--- src/rtl/aes_ctr_stream_ctrl_if.sv ---
// ---------------------------------------------------------------------------
// aes_ctr_stream_ctrl_if
// Bundles every non-clock signal of the AES-CTR stream controller.
//   slave  : the controller's view (configuration, data stream, core side)
//   master : the environment's view (config source, stream endpoints, AES core)
// Signal groups:
//   cfg_*      key/nonce/initial-counter load handshake
//   in_*       32-bit input word stream (valid/ready, last)
//   out_*      32-bit output word stream (valid/ready, last)
//   aes_*      start/key/block towards the core, ready/done/cipher back
//   ctr_wrap_o sticky counter-wrap flag
// ---------------------------------------------------------------------------
interface aes_ctr_stream_ctrl_if #(
  parameter int CTR_W = 32
);
  logic                 cfg_load_i;
  logic                 cfg_ready_o;
  logic [127:0]         key_i;
  logic [127-CTR_W:0]   nonce_i;
  logic [CTR_W-1:0]     ctr_init_i;

  logic                 in_valid_i;
  logic                 in_ready_o;
  logic [31:0]          in_data_i;
  logic                 in_last_i;

  logic                 out_valid_o;
  logic                 out_ready_i;
  logic [31:0]          out_data_o;
  logic                 out_last_o;

  logic                 aes_start_o;
  logic [127:0]         aes_key_o;
  logic [127:0]         aes_block_o;
  logic                 aes_ready_i;
  logic                 aes_done_i;
  logic [127:0]         aes_cipher_i;

  logic                 ctr_wrap_o;

  modport slave (
    input  cfg_load_i, key_i, nonce_i, ctr_init_i,
    input  in_valid_i, in_data_i, in_last_i,
    input  out_ready_i,
    input  aes_ready_i, aes_done_i, aes_cipher_i,
    output cfg_ready_o, in_ready_o,
    output out_valid_o, out_data_o, out_last_o,
    output aes_start_o, aes_key_o, aes_block_o,
    output ctr_wrap_o
  );

  modport master (
    output cfg_load_i, key_i, nonce_i, ctr_init_i,
    output in_valid_i, in_data_i, in_last_i,
    output out_ready_i,
    output aes_ready_i, aes_done_i, aes_cipher_i,
    input  cfg_ready_o, in_ready_o,
    input  out_valid_o, out_data_o, out_last_o,
    input  aes_start_o, aes_key_o, aes_block_o,
    input  ctr_wrap_o
  );
endinterface

--- src/rtl/aes_ctr_stream_ctrl.sv ---
// ---------------------------------------------------------------------------
// aes_ctr_stream_ctrl
// CTR-mode front end for an AES-128 block core. Builds counter blocks
// {nonce, ctr}, starts the core, captures the keystream block and XORs it
// word by word (MSW first) onto a 32-bit valid/ready stream.
// Ports:
//   clk  - clock
//   rst  - asynchronous active-high reset
//   bus  - aes_ctr_stream_ctrl_if.slave: config load, input stream,
//          registered output stream, AES core handshake, sticky wrap flag
// ---------------------------------------------------------------------------
module aes_ctr_stream_ctrl #(
  parameter int CTR_W = 32
) (
  input  logic                  clk,
  input  logic                  rst,
  aes_ctr_stream_ctrl_if.slave  bus
);

  typedef enum logic [1:0] {IDLE, REQ, WAIT, STREAM} state_t;

  localparam logic [CTR_W-1:0] CTR_ONE = {{(CTR_W-1){1'b0}}, 1'b1};

  state_t              r_state;
  logic [127:0]        r_key;
  logic [127-CTR_W:0]  r_nonce;
  logic [CTR_W-1:0]    r_ctr;
  logic [127:0]        r_ks;
  logic [127:0]        r_aes_block;
  logic [1:0]          r_word_idx;
  logic                r_out_valid;
  logic [31:0]         r_out_data;
  logic                r_out_last;
  logic                r_ctr_wrap;

  logic [31:0]         w_ks_word [4];
  logic                w_cfg_ready;
  logic                w_cfg_fire;
  logic                w_in_ready;
  logic                w_in_fire;
  logic                w_start;

  // Keystream split into 32-bit words, word 0 is the most significant.
  genvar gi;
  generate
    for (gi = 0; gi < 4; gi++) begin : g_ks_word
      assign w_ks_word[gi] = r_ks[127-32*gi -: 32];
    end
  endgenerate

  // Reloading is only safe between blocks: idle, or a fresh keystream with
  // no word consumed and nothing pending in the output register.
  assign w_cfg_ready = (r_state == IDLE) |
                       ((r_state == STREAM) & (r_word_idx == 2'd0) & !r_out_valid);
  assign w_cfg_fire  = bus.cfg_load_i & w_cfg_ready;

  // A reload in STREAM discards the keystream, so no word may be accepted
  // in the same cycle or it would be silently dropped.
  assign w_in_ready  = (r_state == STREAM) & !w_cfg_fire &
                       (!r_out_valid | bus.out_ready_i);
  assign w_in_fire   = bus.in_valid_i & w_in_ready;

  // Start is qualified by the core's ready in the same cycle, so it can
  // never be raised towards a busy core; leaving REQ makes it one cycle.
  assign w_start     = (r_state == REQ) & bus.aes_ready_i;

  always_ff @(posedge clk or posedge rst) begin
    if (rst) begin
      r_state     <= IDLE;
      r_key       <= '0;
      r_nonce     <= '0;
      r_ctr       <= '0;
      r_ks        <= '0;
      r_aes_block <= '0;
      r_word_idx  <= 2'd0;
      r_out_valid <= 1'b0;
      r_out_data  <= '0;
      r_out_last  <= 1'b0;
      r_ctr_wrap  <= 1'b0;
    end else begin
      // Output register: loads on an input handshake, otherwise drains on
      // out_ready. Runs in every state so REQ/WAIT can drain the last word.
      if (w_in_fire) begin
        r_out_data  <= bus.in_data_i ^ w_ks_word[r_word_idx];
        r_out_last  <= bus.in_last_i;
        r_out_valid <= 1'b1;
      end else if (bus.out_ready_i) begin
        r_out_valid <= 1'b0;
      end

      if (w_cfg_fire) begin
        r_key       <= bus.key_i;
        r_nonce     <= bus.nonce_i;
        r_ctr       <= bus.ctr_init_i;
        r_ks        <= '0;
        r_word_idx  <= 2'd0;
        r_ctr_wrap  <= 1'b0;
        r_aes_block <= {bus.nonce_i, bus.ctr_init_i};
        r_state     <= REQ;
      end else begin
        case (r_state)
          REQ: begin
            if (w_start) begin
              r_state <= WAIT;
            end
          end
          WAIT: begin
            if (bus.aes_done_i) begin
              r_ks       <= bus.aes_cipher_i;
              r_ctr      <= r_ctr + CTR_ONE;
              r_word_idx <= 2'd0;
              if (&r_ctr) begin
                r_ctr_wrap <= 1'b1;
              end
              r_state    <= STREAM;
            end
          end
          STREAM: begin
            if (w_in_fire) begin
              r_word_idx <= r_word_idx + 2'd1;
              // End of block or end of message: prefetch the next block with
              // the already-incremented counter; leftover words are dropped.
              if ((r_word_idx == 2'd3) | bus.in_last_i) begin
                r_word_idx  <= 2'd0;
                r_aes_block <= {r_nonce, r_ctr};
                r_state     <= REQ;
              end
            end
          end
          default: begin
          end
        endcase
      end
    end
  end

  assign bus.cfg_ready_o = w_cfg_ready;
  assign bus.in_ready_o  = w_in_ready;
  assign bus.out_valid_o = r_out_valid;
  assign bus.out_data_o  = r_out_data;
  assign bus.out_last_o  = r_out_last;
  assign bus.aes_start_o = w_start;
  assign bus.aes_key_o   = r_key;
  assign bus.aes_block_o = r_aes_block;
  assign bus.ctr_wrap_o  = r_ctr_wrap;

endmodule

--- src/flat_wrapper.sv ---
// flat-port wrapper written by rule: the top's interface ports become plain ports
module aes_ctr_stream_ctrl_flat 
#(
  parameter int CTR_W = 32
)
  (clk, rst, bus_cfg_load_i, bus_key_i, bus_nonce_i, bus_ctr_init_i, bus_in_valid_i, bus_in_data_i, bus_in_last_i, bus_out_ready_i, bus_aes_ready_i, bus_aes_done_i, bus_aes_cipher_i, bus_cfg_ready_o, bus_in_ready_o, bus_out_valid_o, bus_out_data_o, bus_out_last_o, bus_aes_start_o, bus_aes_key_o, bus_aes_block_o, bus_ctr_wrap_o);
  aes_ctr_stream_ctrl_if #(.CTR_W(CTR_W)) bus_i ();
  input  logic clk;
  input  logic rst;
  input wire logic [$bits(bus_i.cfg_load_i)-1:0] bus_cfg_load_i;
  input wire logic [$bits(bus_i.key_i)-1:0] bus_key_i;
  input wire logic [$bits(bus_i.nonce_i)-1:0] bus_nonce_i;
  input wire logic [$bits(bus_i.ctr_init_i)-1:0] bus_ctr_init_i;
  input wire logic [$bits(bus_i.in_valid_i)-1:0] bus_in_valid_i;
  input wire logic [$bits(bus_i.in_data_i)-1:0] bus_in_data_i;
  input wire logic [$bits(bus_i.in_last_i)-1:0] bus_in_last_i;
  input wire logic [$bits(bus_i.out_ready_i)-1:0] bus_out_ready_i;
  input wire logic [$bits(bus_i.aes_ready_i)-1:0] bus_aes_ready_i;
  input wire logic [$bits(bus_i.aes_done_i)-1:0] bus_aes_done_i;
  input wire logic [$bits(bus_i.aes_cipher_i)-1:0] bus_aes_cipher_i;
  output wire logic [$bits(bus_i.cfg_ready_o)-1:0] bus_cfg_ready_o;
  output wire logic [$bits(bus_i.in_ready_o)-1:0] bus_in_ready_o;
  output wire logic [$bits(bus_i.out_valid_o)-1:0] bus_out_valid_o;
  output wire logic [$bits(bus_i.out_data_o)-1:0] bus_out_data_o;
  output wire logic [$bits(bus_i.out_last_o)-1:0] bus_out_last_o;
  output wire logic [$bits(bus_i.aes_start_o)-1:0] bus_aes_start_o;
  output wire logic [$bits(bus_i.aes_key_o)-1:0] bus_aes_key_o;
  output wire logic [$bits(bus_i.aes_block_o)-1:0] bus_aes_block_o;
  output wire logic [$bits(bus_i.ctr_wrap_o)-1:0] bus_ctr_wrap_o;
  assign bus_i.cfg_load_i = bus_cfg_load_i;
  assign bus_i.key_i = bus_key_i;
  assign bus_i.nonce_i = bus_nonce_i;
  assign bus_i.ctr_init_i = bus_ctr_init_i;
  assign bus_i.in_valid_i = bus_in_valid_i;
  assign bus_i.in_data_i = bus_in_data_i;
  assign bus_i.in_last_i = bus_in_last_i;
  assign bus_i.out_ready_i = bus_out_ready_i;
  assign bus_i.aes_ready_i = bus_aes_ready_i;
  assign bus_i.aes_done_i = bus_aes_done_i;
  assign bus_i.aes_cipher_i = bus_aes_cipher_i;
  assign bus_cfg_ready_o = bus_i.cfg_ready_o;
  assign bus_in_ready_o = bus_i.in_ready_o;
  assign bus_out_valid_o = bus_i.out_valid_o;
  assign bus_out_data_o = bus_i.out_data_o;
  assign bus_out_last_o = bus_i.out_last_o;
  assign bus_aes_start_o = bus_i.aes_start_o;
  assign bus_aes_key_o = bus_i.aes_key_o;
  assign bus_aes_block_o = bus_i.aes_block_o;
  assign bus_ctr_wrap_o = bus_i.ctr_wrap_o;
  aes_ctr_stream_ctrl #(.CTR_W(CTR_W)) u_core (.clk(clk), .rst(rst), .bus(bus_i));
endmodule
--- config.mk ---
export PLATFORM = sky130hd
export DESIGN_NAME = aes_ctr_stream_ctrl_flat
export DESIGN_NICKNAME = d
export VERILOG_FILES = /design/src/rtl/aes_ctr_stream_ctrl_if.sv /design/src/rtl/aes_ctr_stream_ctrl.sv /design/src/flat_wrapper.sv
export SDC_FILE = /design/constraint.sdc
export NUM_CORES = 1
export LEC_CHECK = 0
export BUFFER_PORTS_ARGS = -buffer_cell sky130_fd_sc_hd__buf_2
export CORE_AREA = 2 2 276 278
export DETAILED_ROUTE_END_ITERATION = 8
export DIE_AREA = 0 0 278 280
export SYNTH_ARGS = -nofsm -noshare
export SYNTH_HDL_FRONTEND = slang
export SYNTH_SLANG_ARGS = --single-unit
export TNS_END_PERCENT = 100
--- constraint.sdc ---
create_clock -name clk -period 48.6 [get_ports clk]
set_input_delay 9.72 -clock clk [delete_from_list [all_inputs] [get_ports clk]]
set_output_delay 9.72 -clock clk [all_outputs]
set_load 0.01 [all_outputs]
==> impl_metrics.toml <==
[global_routing]
grt_max_degree = 138
grt_usage_pct = 17.82
grt_pass1_wl_mm = 109.0
antenna_found_initial = 21
grt_pass1_vias = 18190
grt_overflow = 0

[min_path]
min_from = "u_core.r_nonce[50]"
min_path_type = "reg2reg"
min_path_cells = 2
hold-path-endpoint = "u_core.r_nonce[50]"

[yosys]
synth-seq-area-share_pct = 59.57
ys_top_cells_by_area = "dfrtp_1 (60%), nand2_1 (17%), a21oi_1 (3.2%)"
synth_top_cell_by_area = "dfrtp_1"
synth-seq-cells = 551
synth_edf_count = 0
yosys_most_used_dff = "dfrtp_1"
syn_inst = 2302
avgSynthCellArea_um2 = 10.05
synth.distinct_cells = 65
ys_warn_count = 0
synth_nets = 2729
async_flop_share_pct = 100.0
netlist_area_um2 = 23150
synth_top_area_share_pct = 59.57

[timing]
rsz0062_at_grt = "no"
finalCritPeriodShare_pct = 41.74
drv_slew = 0
fin_skew_ps = 21.76
fmax_mhz = 49.29
finalCriticalPeriod_ps = 20290
finalSetupViolations = 0
tns_ps = 0
finalHoldViolations = 0
tightest_slew_ps = 1042
max_slew_margin_pct = 30.54

[clock_tree]
clock_latency_ps = 640
clock_path_buffers = 3
cts_tree = "yes"
postCtsSetupBuffers = 0
cts_buffers = 61
hold_buffers = 0
cts.sinks = 551
cts_max_level = 2
post_cts_resized = 0
root_buffer = "clkbuf_16"
clk_pin_slew_ps = 50

[worst_setup_path]
cp-end-kind = "output pin"
crit_fanout = 7
rrSetupSlack_ps = 43210
critical_path_class = "in2out"
reg2reg_depth = 10
reg2reg_to = "u_core.r_ctr[20]"
r2r-start = "u_core.r_word_idx[1]"
cp-startpoint = "bus_cfg_load_i"
cp.arrival_ps = 10570
start_kind = "primary input"
cp.required_ps = 38880

[routing]
drt_pre_antenna_iters = 5
drt_wl_total_mm = 71.42
num_vias = 18430
ant_nets = 0
drt_iter0_drc = 1056
route.detailed.drc = 0
wl_per_cell_um = 17.85
viasPerCell = 4.608

[die]
ios = 718
fp-row-count = 101
start_util_pct = 30.78
core_um2 = 75190
die_h_um = 280
chipWidth_um = 278
dieArea_um2 = 77840

[power_and_ir_drop]
max-vdd-ir-drop_v = 0.00003327
p_leak_uw = 0.01532
powerDensity_nw_per_um2 = 67.65

[final_layout]
drive_gt1_share_pct = 32.85
area_delta_synth_final_pct = 27.79
final_cell_mix = "nand2_1 (1031), buf_2 (717), dfrtp_1 (549)"
final_nets = 3389
finish.utilization_pct = 39.34
postLayoutCellArea_um2 = 29580
finalNonFillerCells = 4000
final_common_cell = "nand2_1"

[placed_design]
dp_hpwl_mm = 50.30
gp_congestion = 0.7899
place.port_buffers = 717
place_inst = 3877
postPlaceCellArea_um2 = 27520

[job]
timing.max_cap.violations = 0

[run_status]
status = "finished, final reports clean"
## synthesized netlist by cell type, drive strengths merged, types with 5 or more instances
library cell / instances
o21ai: 80
a21o: 14
o211ai: 7
clkbuf: 49
and2: 6
buf: 94
nand3: 24
xnor2: 34
dfrtp: 551
mux2i: 22
and3: 7
nor2: 13
a22oi: 5
mux4: 32
inv: 8
and4: 7
xor2: 6
mux2: 97
nand4: 14
a21oi: 148
nand2: 1031
## flip-flops by register name, indices dropped and copies added, names as in the netlist, 2 cells and up
| signal | flops |
|---|---|
| u_core.r_ks | 128 |
| u_core.bus.out_data_o | 32 |
| u_core.bus.aes_block_o | 128 |
| u_core.r_word_idx | 2 |
| u_core.bus.aes_key_o | 128 |
| u_core.r_ctr | 32 |
| u_core.r_state | 2 |
| u_core.r_nonce | 96 |
## where the power goes
part | internal [µW] | switching (µW) | total, µW
Combinational | 317 | 452 | 770
Clock | 271 | 198 | 469
Sequential | 658 | 104 | 762
## worst max-delay path by stage
stage	to	cells past startpoint
3_3_place_gp	bus_in_ready_o	4
4_1_cts	bus_in_ready_o	4
5_1_grt	bus_in_ready_o	4
6_report	bus_in_ready_o	4
2_1_floorplan	u_core.bus.aes_block_o[0]	1
3_5_place_dp	bus_in_ready_o	4
## routing by layer
metal	routed length, µm	share of wire [%]	track usage, %
met1	29190	41	22.36
met5	115	0.16	0
met3	5114	7.2	4.921
met2	35360	50	30.26
met4	1641	2.3	4.671
## layout make-up
class | instances | area [µm²]
inverter | 8 | 37.54
timing repair buffer | 740 | 3774
antenna | 11 | 27.53
multi-input combinational | 1600 | 8691
clock buffer | 89 | 1782
clock inverter | 23 | 251.5
fill | 7558 | 45610
tap | 978 | 1224
sequential | 551 | 13790
## worst max-delay path, cell delays in order
cell and delay (ps):
buf_2 220, nand3b_1 220, and3_1 260, buf_2 150
## stage by stage
stage	hold slack (ps)	power (µW)	setup WS, ps
5_1_grt	484.4	2148	28260
2_1_floorplan	437.2	1274	23470
4_1_cts	469.7	2031	28320
3_5_place_dp	453.7	1553	28310
6_report	466.0	2001	28310
3_3_place_gp	451.1	1536	28340
## logic make-up after synthesis
family | count (synthesis) | synth area share, %
flops | 551 | 59.57
mux | 151 | 9.530
compound gates | 278 | 6.698
buf+inv | 151 | 3.076
fa+ha+maj | 3 | 0.1622
simple gates | 1128 | 19.45
xor+xnor | 40 | 1.514
(Power assumes the default switching activity.)
